$ cat src/rtl/conversor_sar.sv
// -----------------------------------------------------------------------------
// conversor_sar
// Successive-approximation controller for the irrigation humidity front end.
// Drives a trial word into the magnitude comparator's `a` input. It reads back
// the three relation flags and uses them to rebuild the unknown level on the
// comparator's `b` input, one bit per trial, from the MSB down to the LSB.
// A trial that compares equal ends the conversion early.
//
// Parameters
//   WIDTH   : width of the trial and result words (must match the comparator)
//   ESPERA  : extra settle cycles each trial is held before the flags are
//             sampled (0..7)
//
// Ports
//   clk        in   system clock, rising edge
//   rst_n      in   asynchronous active-low reset
//   iniciar    in   start request, only honoured while idle
//   aIGUALb    in   comparator flag: trial == level
//   aMAIORb    in   comparator flag: trial >  level
//   aMENORb    in   comparator flag: trial <  level
//   tentativa  out  trial word driven to comparator input `a`
//   resultado  out  last successfully converted level (held between runs)
//   pronto     out  one-cycle pulse when resultado is updated
//   ocupado    out  high while a conversion is in progress
//   erro       out  sticky invalid-flag indication, cleared by the next start
// -----------------------------------------------------------------------------
module conversor_sar #(
    parameter int WIDTH  = 4,
    parameter int ESPERA = 0
) (
    input  logic             clk,
    input  logic             rst_n,
    input  logic             iniciar,
    input  logic             aIGUALb,
    input  logic             aMAIORb,
    input  logic             aMENORb,
    output logic [WIDTH-1:0] tentativa,
    output logic [WIDTH-1:0] resultado,
    output logic             pronto,
    output logic             ocupado,
    output logic             erro
);

    localparam int IDX_W = (WIDTH > 1) ? $clog2(WIDTH) : 1;

    typedef enum logic [1:0] {
        OCIOSO,
        ASSENTAR,
        TESTE
    } estado_t;

    estado_t            estado_q, estado_d;
    logic [IDX_W-1:0]   idx_q, idx_d;
    logic [2:0]         cnt_q, cnt_d;
    logic [WIDTH-1:0]   tentativa_q, tentativa_d;
    logic [WIDTH-1:0]   resultado_q, resultado_d;
    logic               pronto_q, pronto_d;
    logic               ocupado_q, ocupado_d;
    logic               erro_q, erro_d;

    logic               flags_validos;
    logic               bit_decidido;

    // Exactly one relation flag must be set; anything else is a broken
    // comparator or wiring fault. When valid and not equal, "trial below
    // level" means the bit under test belongs in the result.
    assign flags_validos = ({aIGUALb, aMAIORb, aMENORb} == 3'b100) ||
                           ({aIGUALb, aMAIORb, aMENORb} == 3'b010) ||
                           ({aIGUALb, aMAIORb, aMENORb} == 3'b001);
    assign bit_decidido  = aMENORb;

    // Next-state logic for the whole controller. All outputs come from the
    // registers below, so every output change lands on a clock edge.
    always_comb begin
        estado_d    = estado_q;
        idx_d       = idx_q;
        cnt_d       = cnt_q;
        tentativa_d = tentativa_q;
        resultado_d = resultado_q;
        pronto_d    = 1'b0;
        ocupado_d   = ocupado_q;
        erro_d      = erro_q;

        case (estado_q)
            OCIOSO: begin
                ocupado_d = 1'b0;
                if (iniciar) begin
                    tentativa_d            = '0;
                    tentativa_d[WIDTH-1]   = 1'b1;
                    idx_d                  = IDX_W'(WIDTH - 1);
                    erro_d                 = 1'b0;
                    ocupado_d              = 1'b1;
                    cnt_d                  = 3'(ESPERA);
                    estado_d               = (ESPERA > 0) ? ASSENTAR : TESTE;
                end
            end

            // The counter is loaded with ESPERA, so leaving on the cycle it
            // reads 1 gives exactly ESPERA cycles of settling per trial.
            ASSENTAR: begin
                cnt_d = cnt_q - 3'd1;
                if (cnt_q <= 3'd1) begin
                    estado_d = TESTE;
                end
            end

            TESTE: begin
                if (!flags_validos) begin
                    erro_d      = 1'b1;
                    ocupado_d   = 1'b0;
                    tentativa_d = '0;
                    estado_d    = OCIOSO;
                end else if (aIGUALb) begin
                    resultado_d = tentativa_q;
                    pronto_d    = 1'b1;
                    ocupado_d   = 1'b0;
                    tentativa_d = '0;
                    estado_d    = OCIOSO;
                end else if (idx_q == '0) begin
                    resultado_d    = tentativa_q;
                    resultado_d[0] = bit_decidido;
                    pronto_d       = 1'b1;
                    ocupado_d      = 1'b0;
                    tentativa_d    = '0;
                    estado_d       = OCIOSO;
                end else begin
                    // Settle the current bit and put the next lower bit on trial.
                    tentativa_d[idx_q]                = bit_decidido;
                    tentativa_d[idx_q - IDX_W'(1)]    = 1'b1;
                    idx_d                             = idx_q - IDX_W'(1);
                    cnt_d                             = 3'(ESPERA);
                    estado_d                          = (ESPERA > 0) ? ASSENTAR : TESTE;
                end
            end

            default: begin
                estado_d = OCIOSO;
            end
        endcase
    end

    // State and output registers; reset drops everything immediately and
    // discards any conversion in flight.
    always_ff @(posedge clk or negedge rst_n) begin
        if (!rst_n) begin
            estado_q    <= OCIOSO;
            idx_q       <= IDX_W'(WIDTH - 1);
            cnt_q       <= 3'd0;
            tentativa_q <= '0;
            resultado_q <= '0;
            pronto_q    <= 1'b0;
            ocupado_q   <= 1'b0;
            erro_q      <= 1'b0;
        end else begin
            estado_q    <= estado_d;
            idx_q       <= idx_d;
            cnt_q       <= cnt_d;
            tentativa_q <= tentativa_d;
            resultado_q <= resultado_d;
            pronto_q    <= pronto_d;
            ocupado_q   <= ocupado_d;
            erro_q      <= erro_d;
        end
    end

    assign tentativa = tentativa_q;
    assign resultado = resultado_q;
    assign pronto    = pronto_q;
    assign ocupado   = ocupado_q;
    assign erro      = erro_q;

endmodule

$ cat config.mk
export PLATFORM = sky130hd
export DESIGN_NAME = conversor_sar
export DESIGN_NICKNAME = d
export VERILOG_FILES = /design/src/rtl/conversor_sar.sv
export SDC_FILE = /design/constraint.sdc
export NUM_CORES = 1
export LEC_CHECK = 0
export BUFFER_PORTS_ARGS = -buffer_cell sky130_fd_sc_hd__buf_2
export CAP_MARGIN = 30
export CORE_MARGIN = 1.5
export CORE_UTILIZATION = 47
export DETAILED_ROUTE_END_ITERATION = 16
export PLACE_DENSITY = 0.74
export REMOVE_ABC_BUFFERS = 1
export SYNTH_ARGS = -nofsm -noshare
export SYNTH_HDL_FRONTEND = slang
export SYNTH_SLANG_ARGS = --single-unit
$ cat constraint.sdc
create_clock -name clk -period 1.9 [get_ports clk]
set_clock_uncertainty 0.15 [all_clocks]
set_input_delay 0.19 -clock clk [delete_from_list [all_inputs] [get_ports clk]]
set_output_delay 0.19 -clock clk [all_outputs]
set_load 0.01 [all_outputs]
Yosys cells after proc, flatten, opt, wreduce, memory -nomap -nowiden. Index checks and enable logic that the tools add are counted.

Output and inout bits: 11. Bits in read-only memories: 0. Bits of input ports: 6. Bits in latches: 0. Flip-flop bits (word level): 18. Word-level logic and storage cells: 84. Bits in writable memories: 0. Memories: 0.

Divide/modulo/power cells: 0. $lt $le $gt $ge: 5. Bitwise gates (word level): 1. Reduce and logical (&&, ||, !) cells: 16. Shift-type cells: 0. $mul: 0. Mux-type cells: 40. $add $sub $neg: 2. Eq/ne operators: 12.

Operators by type and width (number): 4-bit 2-to-1 mux (6); 2-bit 2-to-1 mux (9); 1-bit 2-to-1 mux (12); 3-bit 2-to-1 mux (4); 2-bit inequality test (second input constant) (6); 5-bit AND reduction (2); 3-bit one-hot mux with 3 select lines (1); 4-bit one-hot mux with 2 select lines (1); 2-bit by 3-bit < comparator with 1-bit output (second input constant) (2); 2-bit one-hot mux with 3 select lines (1); 2-bit AND reduction (3); 3-bit AND reduction (2); 4-bit bitwise mux (1); 1-bit demux with 2-bit select (2); 2-bit by 1-bit >= comparator with 1-bit output (second input constant) (2); 2-bit logical NOT (2); 4-bit inequality test (second input constant) (1); 4-bit bitwise OR (1); 1-bit one-hot mux with 2 select lines (2); 2-bit one-hot mux with 2 select lines (1); 2-bit nonzero test (2); 3-bit by 1-bit equality test with 1-bit output (second input constant) (1); 3-bit by 2-bit equality test with 1-bit output (second input constant) (1); 3-bit equality test (second input constant) (1); other kinds (8) (10).

Depth between registers and ports, before layout. Gate-level depths: netlist (run 1).

Depth in word-level cells: 10. Mapped depth: 5. Gate-level depth less buffers: 5.

Worst setup path before layout (run 1). No wires, ideal clock.

Kind: reg-to-reg. From: register idx_q[0]. To: register resultado_q[1] (netlist: resultado[1]). Path buffers: 0. Library setup time: 0.125 ns. Slack: -0.129 ns. Data arrival time: 1.754 ns. Data required time: 1.625 ns. Cell stages (with the launch flop): 6. Period minus slack after synthesis: 2.029 ns. Cells stage by stage: dfstp_2 -> inv_1 -> ha_1 -> and4bb_2 -> o31ai_4 -> mux2_2.

Longest elaborated chain between the ends: 3.

RTL lines: start, declared (line 53) `logic [IDX_W-1:0] idx_q, idx_d;`; start signal, assigned (line 147) `idx_q <= IDX_W'(WIDTH - 1);`; start signal, assigned (line 156) `idx_q <= idx_d;`; 2-bit logical NOT (line 119) `end else if (idx_q == '0) begin`; 2-bit nonzero test (no source line); 3-bit AND reduction (no source line); end signal, assigned (line 159) `resultado_q <= resultado_d;`; end, declared (line 56) `logic [WIDTH-1:0] resultado_q, resultado_d;`.

Every way passes these cells. A chain may end at the register's enable or synchronous reset.

Final worst setup path (run 1). Same ends and word-level chain as after synthesis.

==> run metrics, run 1 <==
Crit path buffers/inverters=1; drt total wl=1830 um; Antenna Nets Post-Route=0; total grt overflow=0; first-pass GRT wire length=2880 um; Crit Path Class=reg2reg; die height=45.8 um; Seq/Total Area, Yosys=0.409; synth top area cells=dfrtp_1 35%, ha_1 8.7%, dfstp_2 6.1%, mux2_2 5.2%, inv_1 3.9%; Synth Register Bits=14; Synth top area share=0.348; most frequent cell after synthesis=dfrtp_1; Die Wd=45.8 um; cell leakage power=0.539 nW; worst-path cell chain=inv_2, ha_4, and4bb_2, o31ai_4, mux2_4; crit-path leading delay family=flip-flops; Ys Warns=0; Max VDD drop=0.501 mV; Initial Util=0.499; DPL Wire Length=1280 um; WP data required=1.92 ns; Std-Cell Rows=15; Worst-Skew Late Latency=0.28 ns; clk buf depth=2; Final Wtd Congestion=0.846; Final Setup Violations=2; number of global-route vias before repair=600; CTS Buf Count=3; DRC=0; largest net degree at the start of global routing=15; Setup crit start=idx_q[0]$_DFFE_PN1P_; maxcap violations=0; Area Growth Syn to Fin=26.0%; area of the core=0.00173 mm2; synthesized cell area=862 um2; hold_sp=iniciar; Num Clock Sinks=14; fin crit period=1.91 ns; Post-synth top flop=dfrtp_1; crit-path max FO=5; initial antenna violation count=0; Worst Path Arrival=1.93 ns; TritonCTS clock tree=done; WL per Instance=13.8 um; HP Class=in2reg; Least-Margin Pin Slew=0.404 ns; RSZ-0062 raised after global routing=yes; Core Util, Final=0.629; Ports=17; number of port buffers=16; Crit. End Element=flip-flop; Setup WS post-layout=-0.00907 ns; CTS HTree Levels=1; violated checks=setup timing; synth cell count leaders=12 x dfrtp_1, 9 x inv_1, 6 x ha_1; Final Hold Viols=0; Max Slew Vio Count=0; CP max-delay cell=dfstp_2; final-stage net count=120; slew margin rel.=0.730; die area=0.00210 mm2; Pre-Repair DR Iteration Count=4; post-place setup slack=-0.0814 ns; Post-synth EDFFs=0; P per Cell Area=798 mW/mm2; CTS root buffer=clkbuf_4; FF-to-FF Start=idx_q[0]$_DFFE_PN1P_; Critical Path Start Type=flip-flop; run status=finished with violations; Tcrit/Tclk final=1.00; via count=674; R2R setup slack=-0.009 ns; maximum clock frequency=524 MHz; Avg Vias per Cell=5.11; Synth Instances=79; layout cell share with drive strength beyond 1=0.421; diode count=0; Clk pin slew, worst setup/hold paths=0.08 ns; async set-or-reset flop fraction in the synthesized netlist=1.00; average cell area after synthesis=10.9 um2; DRT iter0 DRCs=3; cell taking the most area after synthesis=dfrtp_1; GRT Resource Usage Total=0.195; worst stage delay on the critical path=0.55 ns; number of distinct library cells after synthesis=35; setup TNS=-0.00934 ns
per-layer routing:
layer,wire length [um],global-route usage,up-vias,part of all wire
li1,-,-,334,-
met1,825,0.259,316,0.45
met2,878,0.304,19,0.48
met3,88,0.0595,5,0.048
met4,35,0.0571,0,0.019
met5,0,0,-,0
final timing paths:
check | end | depth (start not counted)
worst min-delay path | tentativa[3]$_DFFE_PN0P_ | 3
max in group asynchronous | idx_q[1]$_DFFE_PN1P_ | 2
min in group asynchronous | tentativa[1]$_DFFE_PN0P_ | 2
worst max register to register | resultado[1]$_DFFE_PN0P_ | 5
worst min register to register | ocupado$_DFFE_PN0P_ | 1
worst max-delay path | resultado[1]$_DFFE_PN0P_ | 5
per-stage QoR:
stage	total power [mW]	cell area (um2)	cells	hold WS [ns]
4_1_cts	0.861	1070	131	0.0896
5_1_grt	0.930	1090	132	0.0953
3_3_place_gp	0.645	988	123	-0.0542
6_report	0.867	1090	132	0.0841
2_1_floorplan	0.531	825	75	-0.256
3_5_place_dp	0.652	988	123	-0.0506
worst min-delay path: stages:
cell and delay, ns:
buf_2 0.11, nor2_1 0.05, o21ai_1 0.12
kinds of logic (layout without fill, tap and decap cells):
family	Yosys count	after routing	synth area share
DFF	14	14	0.409
and+or+nand+nor	19	19	0.157
xor gates and xnor gates	3	3	0.0305
buffers and inverters	13	41	0.0827
muxes	4	4	0.0522
adders and majority gates	6	6	0.0871
AOI/OAI and AO/OA	20	20	0.181
layout by cell type (no fill, tap or decap), drive strengths merged, types with 2 or more instances in the layout:
cell,synthesis,layout
a2111oi,2,2
a21oi,4,4
o21ai,3,3
nor2,3,3
dfrtp,12,12
nor3b,2,2
a221o,2,2
nor2b,3,3
ha,6,6
mux2,4,4
nand2,3,3
inv,9,9
dfstp,2,2
xnor2,2,2
clkbuf,0,4
buf,4,27
repair_timing:
action                     in CTS  in global routing
hold buffers                    1                  0
pin swaps                       2                  1
resized for setup               7                  4
setup endpoints to repair       3                  6
buffers inserted                3                  1
hold endpoints to repair       14                  0
power by group:
part / internal, mW / switching, mW
clock network: 0.0815 / 0.0916
logic: 0.152 / 0.155
registers: 0.353 / 0.0332
registers in the layout (all words and copies together) (netlist names):
| name | flops |
|---|---|
| idx_q | 2 |
| ocupado | 1 |
| estado_q | 1 |
| resultado | 4 |
| pronto | 1 |
| tentativa | 4 |
| erro | 1 |
final cells by class:
cell class / count / area [um2]
inverter: 9 / 33.8
sequential: 14 / 353
fill: 153 / 641
multi-input combinational: 52 / 469
tap: 25 / 31.3
timing repair buffer: 28 / 173
clock buffer: 4 / 26.3
(Power assumes the default switching activity.)
==> run 2, diff against run 1 <==
--- a/config.mk
+++ b/config.mk
@@ -5,13 +5,13 @@
 export SDC_FILE = /design/constraint.sdc
 export NUM_CORES = 1
 export LEC_CHECK = 0
+export ABC_AREA = 1
 export BUFFER_PORTS_ARGS = -buffer_cell sky130_fd_sc_hd__buf_2
 export CAP_MARGIN = 30
 export CORE_MARGIN = 1.5
 export CORE_UTILIZATION = 47
 export DETAILED_ROUTE_END_ITERATION = 16
-export PLACE_DENSITY = 0.74
-export REMOVE_ABC_BUFFERS = 1
+export PLACE_DENSITY = 0.75
 export SYNTH_ARGS = -nofsm -noshare
 export SYNTH_HDL_FRONTEND = slang
 export SYNTH_SLANG_ARGS = --single-unit
==> run metrics, run 2 <==
reg2reg path depth=7 (was 5); average cell area after synthesis=8.09 um2 (was 10.9 um2); RSZ-0062 raised after global routing=no (was yes); placed insts=146 (was 123); run status=finished, final reports clean (was finished with violations); DRC=0 (unchanged); commonest non-fill, non-tap cell in the layout=nand2_1 (was buf_2); most frequent cell after synthesis=nand2_1 (was dfrtp_1); maximum clock frequency=572 MHz (was 524 MHz); Clk pin slew, worst setup/hold paths=0.08 ns (about the same); via count=706 (was 674); async set-or-reset flop fraction in the synthesized netlist=1.00 (unchanged); commonest non-fill, non-tap cells in the layout=34 x nand2_1, 16 x buf_2, 12 x dfrtp_1 (was 16 x buf_2, 12 x dfrtp_1, 11 x buf_4); worst-path cell chain=inv_1, ha_1, inv_1, nand2_4, nor2_1, nand3_2, o21ai_1 (was inv_2, ha_4, and4bb_2, o31ai_4, mux2_4); Synth Register Bits=14 (unchanged); Worst Path Arrival=1.81 ns (was 1.93 ns); Initial Util=0.497 (was 0.499); cell leakage power=0.565 nW (was 0.539 nW); Max VDD drop=0.579 mV (was 0.501 mV); Hold Path End=estado_q[1]$_DFFE_PN0P_ (was tentativa[3]$_DFFE_PN0P_); most frequent CP cell=inv_1; Final Hold Viols=0 (unchanged); Post-Synthesis Net Count=117; diode count=0 (unchanged); Core Util, Final=0.588 (was 0.629); setup TNS=0 ns (was -0.00934 ns); Pre-Repair DR Iteration Count=4 (unchanged); DPL Wire Length=1250 um (was 1280 um); Antenna Nets Post-Route=0 (unchanged); Layout fillers=148 (was 153); Max Slew Vio Count=0 (unchanged); Worst-Skew Late Latency=0.29 ns (was 0.28 ns); Post-Layout Cell Count=151 (was 132); Final Setup Violations=0 (was 2); Least-Margin Pin Slew=0.318 ns (was 0.404 ns); Tcrit/Tclk final=0.920 (was 1.00); first-pass GRT wire length=2580 um (was 2880 um); Ys Warns=0 (unchanged); clk buf depth=2 (unchanged); number of port buffers=16 (unchanged); maxcap violations=0 (unchanged); total grt overflow=0 (unchanged); Int Pwr=0.642 mW (was 0.587 mW); Crit. End Element=flip-flop (unchanged); cell taking the most area after synthesis=dfrtp_1 (unchanged); P per Cell Area=1010 mW/mm2 (was 798 mW/mm2); area of the core=0.00171 mm2 (was 0.00173 mm2); Avg Vias per Cell=4.68 (was 5.11); Std-Cell Rows=15 (unchanged); largest net degree at the start of global routing=15 (unchanged); synthesized cell area=850 um2 (was 862 um2); HP Class=in2reg (unchanged); Final Wtd Congestion=0.825 (was 0.846); synth top area cells=dfrtp_1 35%, nand2_1 15%, ha_1 8.8%, dfstp_2 6.2%, nand3_2 4.7% (was dfrtp_1 35%, ha_1 8.7%, dfstp_2 6.1%, mux2_2 5.2%, inv_1 3.9%); final-stage net count=139 (was 120); CTS root buffer=clkbuf_4 (unchanged); sequential share of power=0.418 (was 0.446); layout cell share with drive strength beyond 1=0.278 (was 0.421); DRT iter0 DRCs=15 (was 3); initial antenna violation count=0 (unchanged); Comb power frac=0.368 (was 0.354); drt total wl=1590 um (was 1830 um); number of distinct library cells after synthesis=20 (was 35); CTS Buf Count=3 (unchanged); hold path depth=3 (unchanged); slew margin rel.=0.788 (was 0.730); crit-path max FO=7 (was 5); R2R setup slack=0.15 ns (was -0.009 ns); die area=0.00207 mm2 (was 0.00210 mm2); GRT Resource Usage Total=0.177 (was 0.195); register area=353 um2 (unchanged); WL per Instance=10.5 um (was 13.8 um); worst stage delay on the critical path=0.60 ns (was 0.55 ns); synth cell count leaders=34 x nand2_1, 12 x dfrtp_1, 10 x inv_1 (was 12 x dfrtp_1, 9 x inv_1, 6 x ha_1); hold_sp=iniciar (unchanged); WP data required=1.96 ns (was 1.92 ns); Net Sw Frac=0.369 (was 0.323); number of global-route vias before repair=599 (was 600); RR Endpoint=ocupado$_DFFE_PN0P_ (was resultado[1]$_DFFE_PN0P_); fin crit period=1.75 ns (was 1.91 ns); TritonCTS clock tree=done (unchanged); multi-input logic area=425 um2 (was 469 um2); Crit Path Class=reg2reg (unchanged); Critical Path Start Type=flip-flop (unchanged); Synth Instances=105 (was 79); die height=45.5 um (was 45.8 um); Die Wd=45.5 um (was 45.8 um); Synth top area share=0.353 (was 0.348); CP max-delay cell=dfstp_2 (unchanged); Seq/Total Area, Yosys=0.415 (was 0.409); Switch Pwr=0.376 mW (was 0.280 mW); FF-to-FF Start=idx_q[0]$_DFFE_PN1P_ (unchanged); CTS HTree Levels=1 (unchanged); clock group share of total power=0.214 (was 0.200); total power=1.02 mW (was 0.867 mW); Area Growth Syn to Fin=18.1% (was 26.0%); Num Clock Sinks=14 (unchanged); Post-synth EDFFs=0 (unchanged); Post-synth top flop=dfrtp_1 (unchanged); Ports=17 (unchanged)
==> run 2: cell count changes after synthesis, moves of 3 or more <==
cell,previous run,this run
mux2_2,4,0
nand2_1,3,34
nand3_1,0,6
nand3_2,0,4
nor2_1,3,8
nor2b_1,3,0
o21ai_1,0,6
==> run 2: metrics by stage <==
stage | hold WS (ns) | cell area [um2] | setup WS (ns)
2_1_floorplan | -0.256 | 850 | 0.297
6_report | 0.101 | 1000 | 0.152
3_5_place_dp | -0.0442 | 957 | 0.167
4_1_cts | 0.0921 | 1000 | 0.138
3_3_place_gp | -0.0500 | 957 | 0.225
5_1_grt | 0.120 | 1000 | 0.0354
==> run 2: worst max path at each step <==
stage                               from                        to  slack, ns  cells after the start
finish              idx_q[0]$_DFFE_PN1P_       ocupado$_DFFE_PN0P_       0.15                      7
global route        idx_q[0]$_DFFE_PN1P_  tentativa[3]$_DFFE_PN0P_       0.04                      9
CTS                 idx_q[0]$_DFFE_PN1P_       ocupado$_DFFE_PN0P_       0.14                      7
detailed placement  idx_q[0]$_DFFE_PN1P_       ocupado$_DFFE_PN0P_       0.17                      7
global placement    idx_q[0]$_DFFE_PN1P_      idx_q[1]$_DFFE_PN1P_       0.22                      7
floorplan           idx_q[0]$_DFFE_PN1P_  resultado[1]$_DFFE_PN0P_       0.30                     10
==> run 2: critical path: cells and delay by family, from the launching register on <==
kind                       cells  cell delay (ns)
DFF                            1             0.60
AOI/OAI and AO/OA              1             0.15
adders and majority gates      1             0.24
buffers and inverters          2             0.21
and+or+nand+nor                3             0.34
==> run 2: layer usage <==
metal	GRT usage	vias up	routed length, um
met1	0.227	313	767
met2	0.276	16	736
met5	0	-	0
met3	0.0516	4	63
met4	0.0706	0	25
li1	-	373	-
==> run 2: layout make-up <==
cell class              count  share of cell area
multi-input cells          76               0.424
flip-flops and latches     14               0.352
repair buffers             18              0.0973
inverters                  14              0.0599
clock buffers               4              0.0362
well taps                  25              0.0312
==> run 2: cells by family after synthesis <==
family                     synth area share
DFF                                   0.415
adders and majority gates            0.0884
AOI/OAI and AO/OA                    0.0898
and+or+nand+nor                       0.323
buffers and inverters                0.0840
==> run 2: what timing repair did <==
action	CTS	global route
hold buffers	1	0
setup buffers	0	0
endpoints found under the hold margin	14	0
resized for setup	0	0
==> run 2: power by group through the flow <==
stage	clock network [mW]	registers, mW	logic, mW
after floorplan	0	0.455	0.233
after global placement	0	0.428	0.373
after detailed placement	0	0.432	0.375
after CTS	0.226	0.426	0.379
after global routing	0.237	0.437	0.435
final	0.218	0.425	0.375
==> run 3, diff against run 2 <==
--- a/config.mk
+++ b/config.mk
@@ -9,9 +9,9 @@
 export BUFFER_PORTS_ARGS = -buffer_cell sky130_fd_sc_hd__buf_2
 export CAP_MARGIN = 30
 export CORE_MARGIN = 1.5
-export CORE_UTILIZATION = 47
+export CORE_UTILIZATION = 30
 export DETAILED_ROUTE_END_ITERATION = 16
-export PLACE_DENSITY = 0.75
+export PLACE_DENSITY = 0.52
 export SYNTH_ARGS = -nofsm -noshare
 export SYNTH_HDL_FRONTEND = slang
 export SYNTH_SLANG_ARGS = --single-unit
==> run metrics, run 3 (synthesis gave the netlist of run 2 again) <==
final-stage net count=139 (unchanged); run status=finished, final reports clean (unchanged); initial antenna violation count=0 (unchanged); die area=0.00316 mm2 (was 0.00207 mm2); Final Hold Viols=0 (unchanged); TritonCTS clock tree=done (unchanged); Final Wtd Congestion=0.802 (was 0.825); DRT iter0 DRCs=10 (was 15); area of the core=0.00271 mm2 (was 0.00171 mm2); DPL Wire Length=1360 um (was 1250 um); total power=1.02 mW (about the same); GRT Resource Usage Total=0.115 (was 0.177); clk buf depth=2 (unchanged); Ports=17 (unchanged); CTS root buffer=clkbuf_4 (unchanged); maximum clock frequency=573 MHz (was 572 MHz); first-pass GRT wire length=2830 um (was 2580 um); Initial Util=0.313 (was 0.497); setup TNS=0 ns (unchanged); Die Wd=56.2 um (was 45.5 um); CTS Buf Count=3 (unchanged); number of global-route vias before repair=660 (was 599); total grt overflow=0 (unchanged); WP data required=1.96 ns (about the same); Avg Vias per Cell=4.60 (was 4.68); WL per Instance=10.9 um (was 10.5 um); drt total wl=1710 um (was 1590 um); Antenna Nets Post-Route=0 (unchanged); Max VDD drop=0.521 mV (was 0.579 mV); Clk pin slew, worst setup/hold paths=0.09 ns (was 0.08 ns); crit-path max FO=7 (unchanged); number of port buffers=16 (unchanged); HP Class=in2reg (unchanged); Crit Path Class=reg2reg (unchanged); die height=56.2 um (was 45.5 um); cell leakage power=0.565 nW (unchanged); Num Clock Sinks=14 (unchanged); Worst Path Arrival=1.81 ns (about the same); Crit. End Element=flip-flop (unchanged); maxcap violations=0 (unchanged); DRC=0 (unchanged); commonest non-fill, non-tap cell in the layout=nand2_1 (unchanged); Pre-Repair DR Iteration Count=4 (unchanged); Least-Margin Pin Slew=0.332 ns (was 0.318 ns); Tcrit/Tclk final=0.919 (was 0.920); RSZ-0062 raised after global routing=no (unchanged); CTS HTree Levels=1 (unchanged); Max Slew Vio Count=0 (unchanged); commonest non-fill, non-tap cells in the layout=34 x nand2_1, 16 x buf_2, 12 x dfrtp_1 (unchanged); P per Cell Area=1010 mW/mm2 (about the same); fin crit period=1.75 ns (about the same); Critical Path Start Type=flip-flop (unchanged); Std-Cell Rows=19 (was 15); layout cell share with drive strength beyond 1=0.278 (unchanged); diode count=0 (unchanged); Area Growth Syn to Fin=19.0% (was 18.1%); slew margin rel.=0.779 (was 0.788); via count=722 (was 706); Worst-Skew Late Latency=0.28 ns (was 0.29 ns); Final Setup Violations=0 (unchanged); Layout fillers=289 (was 148); largest net degree at the start of global routing=15 (unchanged)
## run 3: final timing paths
path / start / to / slack (ns) / depth (start not counted)
min: iniciar / estado_q[1]$_DFFE_PN0P_ / 0.1 / 3
max: idx_q[0]$_DFFE_PN1P_ / ocupado$_DFFE_PN0P_ / 0.15 / 7
min in group asynchronous: rst_n / resultado[0]$_DFFE_PN0P_ / 0.18 / 2
max reg2reg: idx_q[0]$_DFFE_PN1P_ / ocupado$_DFFE_PN0P_ / 0.15 / 7
min reg2reg: resultado[1]$_DFFE_PN0P_ / resultado[1]$_DFFE_PN0P_ / 0.33 / 2
max in group asynchronous: rst_n / idx_q[1]$_DFFE_PN1P_ / 1.12 / 2
## run 3: area by class of cell
cell class | count | area [um2] | area share
Clock buffer | 4 | 36.3 | 0.0359
Inverter | 14 | 60.1 | 0.0594
Multi-Input combinational cell | 76 | 425 | 0.421
Sequential cell | 14 | 353 | 0.349
Tap cell | 31 | 38.8 | 0.0384
Timing Repair Buffer | 18 | 97.6 | 0.0965
## run 3: power breakdown
part	internal (mW)	switching (mW)
combinational	0.153	0.227
sequential	0.373	0.0535
clock	0.117	0.102
total	0.642	0.382
## run 3: worst max-delay path, stage by stage, from the launching register on
cell	delay, ns
dfstp_2	0.60
inv_1	0.10
ha_1	0.23
inv_1	0.10
nand2_4	0.07
nor2_1	0.12
nand3_2	0.14
o21ai_1	0.15
## run 3: layer usage
metal	vias up	wire, um	GRT usage
li1	370	-	-
met1	329	793	0.144
met2	18	795	0.185
met3	5	83	0.0326
met4	0	40	0.0476
met5	-	0	0
## run 3: through the flow
step           hold slack, ns  setup WS, ns  area (um2)  std cells   util
5_1_grt                 0.105        0.0236        1010        157  0.373
3_3_place_gp          -0.0472         0.184         965        152  0.356
6_report               0.0971         0.154        1010        157  0.373
2_1_floorplan          -0.256         0.297         850        105      -
3_5_place_dp          -0.0404         0.176         965        152  0.356
4_1_cts                0.0977         0.152        1010        157  0.373
## run 3: timing repair
item,CTS,global route
gates resized for setup,0,0
setup buffers,0,0
endpoints found under the hold margin,14,0
hold buffers,1,0
